## src/rtl/alarm_controller.sv

```systemverilog
// alarm_controller: anti-theft main FSM sequencing arm, entry delay, siren and disarm,
// with a two-step countdown load through the external time-parameter block.
module alarm_controller #(
   parameter int TW = 4
) (
   input  logic          clock,
   input  logic          reset,
   input  logic          one_hz_en,
   input  logic          ignition,
   input  logic          driver_door,
   input  logic          passenger_door,
   input  logic          reprogram,
   input  logic [TW-1:0] param_value,
   output logic [1:0]    interval,
   output logic          siren,
   output logic          status_led,
   output logic [2:0]    state,
   output logic [TW-1:0] count
);
   typedef enum logic [2:0] {
      ARMED      = 3'd0,
      TRIGGERED  = 3'd1,
      ALARM      = 3'd2,
      DISARMED   = 3'd3,
      WAIT_OPEN  = 3'd4,
      WAIT_CLOSE = 3'd5,
      ARM_DELAY  = 3'd6
   } state_t;
   state_t        st;
   logic          load_pending;
   logic          door;
   logic          timed;
   logic          expired;
   logic [TW-1:0] tick;
   assign door    = driver_door | passenger_door;
   assign timed   = (st == TRIGGERED) || (st == ALARM) || (st == ARM_DELAY);
   assign expired = timed && !load_pending && (count == '0);
   // param_value only reflects interval one cycle after it is registered, hence the pending load
   assign tick    = load_pending ? param_value : count - TW'(one_hz_en && (count != '0));
   assign siren   = (st == ALARM);
   assign state   = st;
   always_ff @(posedge clock) begin
      if (reset) begin
         st           <= ARMED;
         interval     <= 2'b00;
         count        <= '0;
         load_pending <= 1'b0;
         status_led   <= 1'b0;
      end else begin
         count        <= tick;
         load_pending <= 1'b0;
         status_led   <= 1'b0;
         if (reprogram) begin
            st    <= ARMED;
            count <= '0;
         end else if (ignition && st != DISARMED) begin
            st <= DISARMED;
         end else begin
            case (st)
               ARMED: begin
                  if (door) begin
                     st           <= TRIGGERED;
                     interval     <= driver_door ? 2'b01 : 2'b10;
                     load_pending <= 1'b1;
                     status_led   <= 1'b1;
                  end else begin
                     status_led <= status_led ^ one_hz_en;
                  end
               end
               TRIGGERED: begin
                  status_led <= 1'b1;
                  if (expired) begin
                     st           <= ALARM;
                     interval     <= 2'b11;
                     load_pending <= 1'b1;
                  end
               end
               ALARM: begin
                  // an open door keeps the alarm timer reloading until the car is closed
                  if (door) begin
                     load_pending <= 1'b1;
                     status_led   <= 1'b1;
                  end else if (expired) begin
                     st <= ARMED;
                  end else begin
                     status_led <= 1'b1;
                  end
               end
               DISARMED:   if (!ignition) st <= WAIT_OPEN;
               WAIT_OPEN:  if (driver_door) st <= WAIT_CLOSE;
               WAIT_CLOSE: begin
                  if (!driver_door) begin
                     st           <= ARM_DELAY;
                     interval     <= 2'b00;
                     load_pending <= 1'b1;
                  end
               end
               ARM_DELAY: begin
                  if (door) st <= WAIT_CLOSE;
                  else if (expired) st <= ARMED;
               end
               default: st <= ARMED;
            endcase
         end
      end
   end
endmodule

```

## config.mk

```make
export PLATFORM = sky130hd
export DESIGN_NAME = alarm_controller
export DESIGN_NICKNAME = d
export VERILOG_FILES = /design/src/rtl/alarm_controller.sv
export SDC_FILE = /design/constraint.sdc
export NUM_CORES = 1
export LEC_CHECK = 0
export CORE_UTILIZATION = 41
export CTS_CLUSTER_DIAMETER = 60
export DETAILED_ROUTE_END_ITERATION = 12
export PLACE_DENSITY = 0.77
export SYNTH_ARGS = -nofsm -noshare
export SYNTH_HDL_FRONTEND = slang
export SYNTH_SLANG_ARGS = --single-unit
```

## constraint.sdc

```tcl
create_clock -name clock -period 1.94 [get_ports clock]
set_input_delay 0.194 -clock clock [delete_from_list [all_inputs] [get_ports clock]]
set_output_delay 0.194 -clock clock [all_outputs]
set_load 0.1 [all_outputs]
```

==> qor.tcl, run 1 <==
set qor(outcome) {completed}
set qor(p_sw_share_pct) 38.4
set qor(die_w_um) 45.0
set qor(per_cell_via_count_in_the_routed_design) 5.44
set qor(slew_viol_final) 0
set qor(fraction_of_registers_with_async_set_or_reset_after_synthesis_pct) 0
set qor(io_buffers) 21
set qor(chain_of_cells_forming_the_critical_path) {or4_4 > and2_4 > ha_4 > ha_4 > xnor2_1 > nor2_1 > a21oi_1 > nor2_1}
set qor(dpl.hpwl_mm) 1.43
set qor(cts_hold_repair.buffers) 0
set qor(floorplan.die_area_um2) 2030
set qor(postCtsSetupBuffers) 0
set qor(first_iter_violations) 11
set qor(rows) 15
set qor(clock_tree_from_tritoncts) {done}
set qor(final-hold-violation-count) 0
set qor(cellLeakagePower_nw) 0.419
set qor(insertedDiodeCount) 0
set qor(wl_mm) 1.85
set qor(grt_max_degree) 15
set qor(wire_length_of_the_first_global_routing_pass_mm) 3.02
set qor(layout_worst_path_cycle_share_pct) 92.7
set qor(grt_overflow) 0
set qor(number_of_enable_type_register_cells_in_the_synthesized_netlist) 0
set qor(finClkSkew_ns) 0.00928
set qor(worstMarginPinSlew_ns) 0.469
set qor(cts_inserted_buffers) 3
set qor(timing.max_cap.violations) 0
set qor(layout.cells.most_common_list) {buf_4 (17), nor2_1 (13), clkdlybuf4s50_1 (10)}
set qor(detail_route.wl_per_cell_um) 13.1
set qor(seq_area_frac_synth_pct) 29.0
set qor(multi_input_comb_area_um2) 529
set qor(grtUsageMet2_pct) 32.5
set qor(fin_setup_tns_ns) 0
set qor(synthesized_area_divided_by_synthesized_cell_count_um2) 8.35
set qor(setup_violations) 0
set qor(critical_path_peak_fanout) 3
set qor(drive_gt1_share_pct) 31.9
set qor(ys_dominant_reg_cell) {dfxtp_1}
set qor(startpoint_type) {flip-flop}
set qor(yosysWarningCount) 0
set qor(die_h_um) 45.0
set qor(r2r_setup_slack_ns) 0.14
set qor(clkLatencyLatePin_ns) 0.27
set qor(ctsHtreeMaxLevel) 1
set qor(cp_data_required_time_ns) 2.09
set qor(groute.layer.met3.usage_pct) 6.00
set qor(cts_sinks) 11
set qor(intPower_uw) 427
set qor(synth_top_family_by_area) {simple AND/OR/NAND/NOR gates}
set qor(gr-usage-met1_pct) 26.5
set qor(slowest_delay_ns) 0.53
set qor(vdd.ir_drop.worst_mv) 0.423
set qor(layout-area-overhead-vs-synth_pct) 43.0
set qor(post-route-worst-setup-slack_ns) 0.143
set qor(design.core.area_um2) 1730
set qor(drt_first_pass_iters) 4
set qor(cts.clk_slew.worst_paths_ns) 0.07
set qor(start_util_pct) 44.0
set qor(postSynthNetCount) 104
set qor(grt_use_total_pct) 20.4
set qor(hp-class) {in -> reg}
set qor(p_seq_share_pct) 37.0
set qor(synth_compound_gate_area_share_pct) 23.6
set qor(design.portCount) 22
set qor(yosys.area_share.xor_xnor_pct) 3.46
set qor(via_count_of_the_first_global_routing_pass) 706
set qor(mostFrequentLayoutCell) {buf_4}
set qor(yosys-mux-area-fraction_pct) 4.61
set qor(ctsRootBufferMaster) {clkbuf_4}
set qor(critPathCaptureType) {flip-flop}
set qor(synth-adder-area-share_pct) 3.29
set qor(dr_total_vias) 767
set qor(family_of_cells_with_the_greatest_summed_delay_on_the_critical_path) {simple AND/OR/NAND/NOR gates}
set qor(post_synth_and_or_nand_nor_area_fraction_pct) 29.8
set qor(critPathKind) {reg -> reg}
set qor(grt_antenna_before_repair) 0
set qor(nFillCells) 167
set qor(drcViolationCount) 0
set qor(ctsLongestPathBuffers) 2
set qor(comb_power_share_pct) 40.5
set qor(p_clk_share_pct) 22.5
set qor(rsz0062_at_grt) {false}
set qor(finalWeightedCongestion) 0.854
set qor(post_route_minimum_period_ns) 1.80
set qor(design.final.nets) 130
set qor(globalRoute.busiestLayer) {met2}
set qor(cellPowerDensity_nw_per_um2) 638
set qor(max_clock_freq_mhz) 556
set qor(slew-limit-headroom_pct) 68.7
set qor(critPathBufInv) 0
set qor(synth.ff_latch_count) 11
set qor(post_synthesis_cell_area_um2) 759
set qor(regArea_um2) 236
set qor(gate_count_after_technology_mapping) 91
set qor(critPathSlowestCell) {or4_4}
set qor(post_cts.resized_instances) 0
set qor(synth_cell_types) 43
set qor(detail-route-antenna-nets) 0
set qor(net-switching-power_uw) 266
set qor(worst_ep_arrival_time_ns) 1.95
set qor(post-place-ws_ns) 0.133
-- sequential cells by signal (all words and copies together), names as in the netlist --
name / flops
state: 3
interval: 2
count: 4
load_pending: 1
status_led: 1
-- cells by family (layout without fill, tap and decap cells) --
family,count (synthesis),after routing
compound gates,23,23
fa+ha+maj,2,2
simple gates,38,38
flops,11,11
xor+xnor,3,3
mux,3,3
buf+inv,11,36
-- synth_stat cells, drive strengths merged, types with 2 or more instances --
cell type | instances | share of area (%)
nor2 | 13 | 6.4
dfxtp | 11 | 29
a21oi | 5 | 3.3
clkbuf | 4 | 2.0
inv | 4 | 2.0
nand2 | 4 | 2.0
a31oi | 3 | 2.5
buf | 3 | 2.3
nand2b | 3 | 2.5
nor3b | 3 | 3.6
a211oi | 2 | 2.0
ha | 2 | 3.3
mux2i | 2 | 2.6
nand4b | 2 | 2.3
nor3 | 2 | 1.3
nor4 | 2 | 1.6
o21ai | 2 | 2.8
xnor2 | 2 | 2.3
-- stage by stage --
stage	instance area, um2	hold WS [ns]	power, mW	instances	util, %
4_1_cts	1090	0.525	0.702	141	62.9
6_report	1090	0.532	0.693	141	62.9
3_3_place_gp	1060	0.519	0.539	137	61.4
2_1_floorplan	813	0.263	0.462	91	-
5_1_grt	1090	0.532	0.735	141	62.9
3_5_place_dp	1060	0.533	0.542	137	61.4
-- layer usage --
layer,vias up,routed length (um)
met5,-,0
met4,0,0
met3,0,86
met2,20,945
met1,360,820
li1,387,-
-- power by group through the flow --
| stage | Clock (mW) | Sequential (mW) | Combinational (mW) |
|---|---|---|---|
| after CTS | 0.164 | 0.256 | 0.281 |
| after global placement | 0 | 0.261 | 0.278 |
| after global routing | 0.178 | 0.259 | 0.298 |
| after floorplan | 0 | 0.333 | 0.129 |
| final | 0.156 | 0.256 | 0.281 |
| after detailed placement | 0 | 0.262 | 0.280 |
-- final cells by class --
type                    instances  share of cell area (%)
multi-input cells              69                    48.7
repair buffers                 28                    22.8
flip-flops and latches         11                    21.8
well taps                      25                    2.88
clock buffers                   4                    2.42
inverters                       4                    1.38
-- path summary, 6_finish.rpt --
path,end,cells past startpoint,startpoint
worst max-delay path,count[2]$_SDFF_PP0_,8,count[3]$_SDFF_PP0_
worst min-delay path,interval[1]$_SDFFE_PP0P_,2,reset
worst max register to register,count[2]$_SDFF_PP0_,8,count[3]$_SDFF_PP0_
worst min register to register,interval[1]$_SDFFE_PP0P_,3,interval[1]$_SDFFE_PP0P_
Power figures use the tool's default switching activity.
==> inputs of run 2 (changes only) <==
--- a/config.mk
+++ b/config.mk
@@ -5,10 +5,12 @@
 export SDC_FILE = /design/constraint.sdc
 export NUM_CORES = 1
 export LEC_CHECK = 0
+export CORE_MARGIN = 2
 export CORE_UTILIZATION = 41
 export CTS_CLUSTER_DIAMETER = 60
 export DETAILED_ROUTE_END_ITERATION = 12
-export PLACE_DENSITY = 0.77
+export PLACE_DENSITY = 0.73
+export SLEW_MARGIN = 20
 export SYNTH_ARGS = -nofsm -noshare
 export SYNTH_HDL_FRONTEND = slang
 export SYNTH_SLANG_ARGS = --single-unit
==> qor.tcl, run 2 (same netlist as run 1, synthesis figures left out) <==
set qor(hold_start) {reset} ;# unchanged
set qor(clock_tree_from_tritoncts) {done} ;# unchanged
set qor(detail-route-antenna-nets) 0 ;# unchanged
set qor(groute.layer.met3.usage_pct) 5.77 ;# was 6.00%
set qor(design.portCount) 22 ;# unchanged
set qor(design.core.area_um2) 1730 ;# unchanged
set qor(floorplan.die_area_um2) 2210 ;# was 2030 um2
set qor(timing.max_cap.violations) 0 ;# unchanged
set qor(grt_overflow) 0 ;# unchanged
set qor(drt_first_pass_iters) 4 ;# unchanged
set qor(dpl.hpwl_mm) 1.38 ;# was 1.43 mm
set qor(p_clk_share_pct) 23.1 ;# was 22.5%
set qor(max_clock_freq_mhz) 544 ;# was 556 MHz
set qor(post-place-ws_ns) 0.112 ;# was 0.133 ns
set qor(drive_gt1_share_pct) 32.2 ;# was 31.9%
set qor(rows) 15 ;# unchanged
set qor(p_seq_share_pct) 37.6 ;# was 37.0%
set qor(post_route_minimum_period_ns) 1.84 ;# was 1.80 ns
set qor(start_util_pct) 44.0 ;# unchanged
set qor(comb_power_share_pct) 39.3 ;# was 40.5%
set qor(cp_data_required_time_ns) 2.10 ;# was 2.09 ns
set qor(slew-limit-headroom_pct) 67.8 ;# was 68.7%
set qor(largest_register_ffs) 4 ;# unchanged
set qor(layout.cells.most_common_list) {buf_4 (16), nor2_1 (13), clkdlybuf4s50_1 (10)} ;# was buf_4 (17), nor2_1 (13), clkdlybuf4s50_1 (10)
set qor(critical_path_peak_fanout) 3 ;# unchanged
set qor(clkLatencyLatePin_ns) 0.28 ;# was 0.27 ns
set qor(fin_util_pct) 62.5 ;# was 62.9%
set qor(critPathCaptureType) {flip-flop} ;# unchanged
set qor(rsz0062_at_grt) {false} ;# unchanged
set qor(detail_route.wl_per_cell_um) 13.0 ;# was 13.1 um
set qor(intPower_uw) 421 ;# was 427 uW
set qor(cellPowerDensity_nw_per_um2) 643 ;# was 638 nW/um2
set qor(grtUsageMet2_pct) 31.0 ;# was 32.5%
set qor(net-switching-power_uw) 273 ;# was 266 uW
set qor(multi_input_comb_area_um2) 529 ;# unchanged
set qor(cts_hold_repair.buffers) 0 ;# unchanged
set qor(io_buffers) 21 ;# unchanged
set qor(wl_mm) 1.83 ;# was 1.85 mm
set qor(r2r_setup_slack_ns) 0.10 ;# was 0.14 ns
set qor(max_flop_register) {count} ;# unchanged
set qor(critPathKind) {reg -> reg} ;# unchanged
set qor(post-route-worst-setup-slack_ns) 0.102 ;# was 0.143 ns
set qor(chain_of_cells_forming_the_critical_path) {or4_4 > and2_4 > ha_4 > ha_4 > nor2_1 > a21oi_1 > nor2_1} ;# was or4_4 > and2_4 > ha_4 > ha_4 > xnor2_1 > nor2_1 > a21oi_1 > nor2_1
set qor(r2r.worst_path.cells) 7 ;# was 8
set qor(outcome) {completed} ;# unchanged
set qor(drcViolationCount) 0 ;# unchanged
set qor(wire_length_of_the_first_global_routing_pass_mm) 2.99 ;# was 3.02 mm
set qor(post_cts.resized_instances) 0 ;# unchanged
set qor(mostFrequentLayoutCell) {buf_4} ;# unchanged
set qor(die_h_um) 47.0 ;# was 45.0 um
set qor(design.final.nets) 129 ;# was 130
set qor(grt_use_total_pct) 19.2 ;# was 20.4%
set qor(die_w_um) 47.0 ;# was 45.0 um
set qor(gr-usage-met1_pct) 25.0 ;# was 26.5%
set qor(layout_worst_path_cycle_share_pct) 94.8 ;# was 92.7%
set qor(ctsLongestPathBuffers) 2 ;# unchanged
set qor(cts.clk_slew.worst_paths_ns) 0.08 ;# was 0.07 ns
set qor(grt_antenna_before_repair) 0 ;# unchanged
set qor(grt_max_degree) 17 ;# was 15
set qor(cellLeakagePower_nw) 0.416 ;# was 0.419 nW
set qor(ctsRootBufferMaster) {clkbuf_4} ;# unchanged
set qor(hp-class) {in -> reg} ;# unchanged
set qor(cts_sinks) 11 ;# unchanged
set qor(worstMarginPinSlew_ns) 0.483 ;# was 0.469 ns
set qor(dr_total_vias) 770 ;# was 767
set qor(critPathSlowestCell) {or4_4} ;# unchanged
set qor(per_cell_via_count_in_the_routed_design) 5.50 ;# was 5.44
set qor(ctsHtreeMaxLevel) 1 ;# unchanged
set qor(globalRoute.busiestLayer) {met2} ;# unchanged
set qor(p_sw_share_pct) 39.4 ;# was 38.4%
set qor(cts_inserted_buffers) 3 ;# unchanged
set qor(setup_violations) 0 ;# unchanged
set qor(postCtsSetupBuffers) 0 ;# unchanged
set qor(p_total_uw) 694 ;# was 693 uW
set qor(via_count_of_the_first_global_routing_pass) 679 ;# was 706
set qor(whs_path_depth) 2 ;# unchanged
set qor(final-hold-violation-count) 0 ;# unchanged
set qor(layout-area-overhead-vs-synth_pct) 42.2 ;# was 43.0%
set qor(startpoint_type) {flip-flop} ;# unchanged
set qor(insertedDiodeCount) 0 ;# unchanged
set qor(first_iter_violations) 9 ;# was 11
set qor(worst_ep_arrival_time_ns) 2.00 ;# was 1.95 ns
set qor(finalWeightedCongestion) 0.771 ;# was 0.854
set qor(worstHoldEndpoint) {interval[1]$_SDFFE_PP0P_} ;# unchanged
set qor(slowest_delay_ns) 0.53 ;# about the same
set qor(nFillCells) 161 ;# was 167
set qor(timing.rr.end) {count[1]$_SDFF_PP0_} ;# was count[2]$_SDFF_PP0_
set qor(finClkSkew_ns) 0.00600 ;# was 0.00928 ns
set qor(regArea_um2) 236 ;# unchanged
set qor(vdd.ir_drop.worst_mv) 0.606 ;# was 0.423 mV
set qor(slew_viol_final) 0 ;# unchanged
set qor(worst_r2r_startpoint) {count[3]$_SDFF_PP0_} ;# unchanged
## run 2: cell types whose count changed in the layout (fill, tap and decap cells not counted)
cell / before / now
buf_4: 17 / 16
clkbuf_1: 1 / 0
clkinv_2: 0 / 1
## run 2: area by class of cell
| cell class | count | share of cell area (%) |
|---|---|---|
| Multi-Input combinational cell | 69 | 49.0 |
| Timing Repair Buffer | 27 | 22.2 |
| Sequential cell | 11 | 21.9 |
| Tap cell | 25 | 2.90 |
| Clock buffer | 3 | 2.09 |
| Inverter | 4 | 1.39 |
| Clock inverter | 1 | 0.463 |
## run 2: power groups by stage
stage          sequential, mW  clock (mW)  combinational, mW
2_1_floorplan           0.333           0              0.129
3_3_place_gp            0.265           0              0.270
3_5_place_dp            0.266           0              0.273
4_1_cts                 0.260       0.166              0.274
5_1_grt                 0.264       0.173              0.291
6_report                0.261       0.160              0.273
## run 2: per-stage QoR
stage | setup TNS [ns] | hold slack, ns | cell area (um2) | cells
after global placement | 0 | 0.523 | 1050 | 136
after global routing | 0 | 0.506 | 1080 | 140
after CTS | 0 | 0.501 | 1080 | 140
after detailed placement | 0 | 0.535 | 1050 | 136
after floorplan | -0.186 | 0.263 | 813 | 91
final | 0 | 0.505 | 1080 | 140
## run 2: layer usage
| metal | share of wire [%] | wire (um) |
|---|---|---|
| met1 | 47 | 854 |
| met2 | 48 | 871 |
| met3 | 4.5 | 83 |
| met4 | 0.88 | 16 |
| met5 | 0 | 0 |
## run 2: how the worst max path moves through the flow
stage,startpoint,cells past startpoint,slack [ns],endpoint
final,count[3]$_SDFF_PP0_,7,0.10,count[1]$_SDFF_PP0_
after global routing,count[3]$_SDFF_PP0_,8,0.03,count[2]$_SDFF_PP0_
after CTS,count[3]$_SDFF_PP0_,8,0.09,count[2]$_SDFF_PP0_
after detailed placement,count[3]$_SDFF_PP0_,7,0.11,count[1]$_SDFF_PP0_
after global placement,count[3]$_SDFF_PP0_,7,0.16,count[1]$_SDFF_PP0_
after floorplan,state[1]$_SDFFE_PP0P_,2,-0.18,siren
## run 2: worst max-delay path, delay by kind of cell, from the launching register on
kind / cells / cell delay, ns
AO/OA/AOI/OAI: 1 / 0.19
adder cells (fa/ha/maj): 2 / 0.41
flip-flops: 1 / 0.35
AND/OR/NAND/NOR: 4 / 0.78
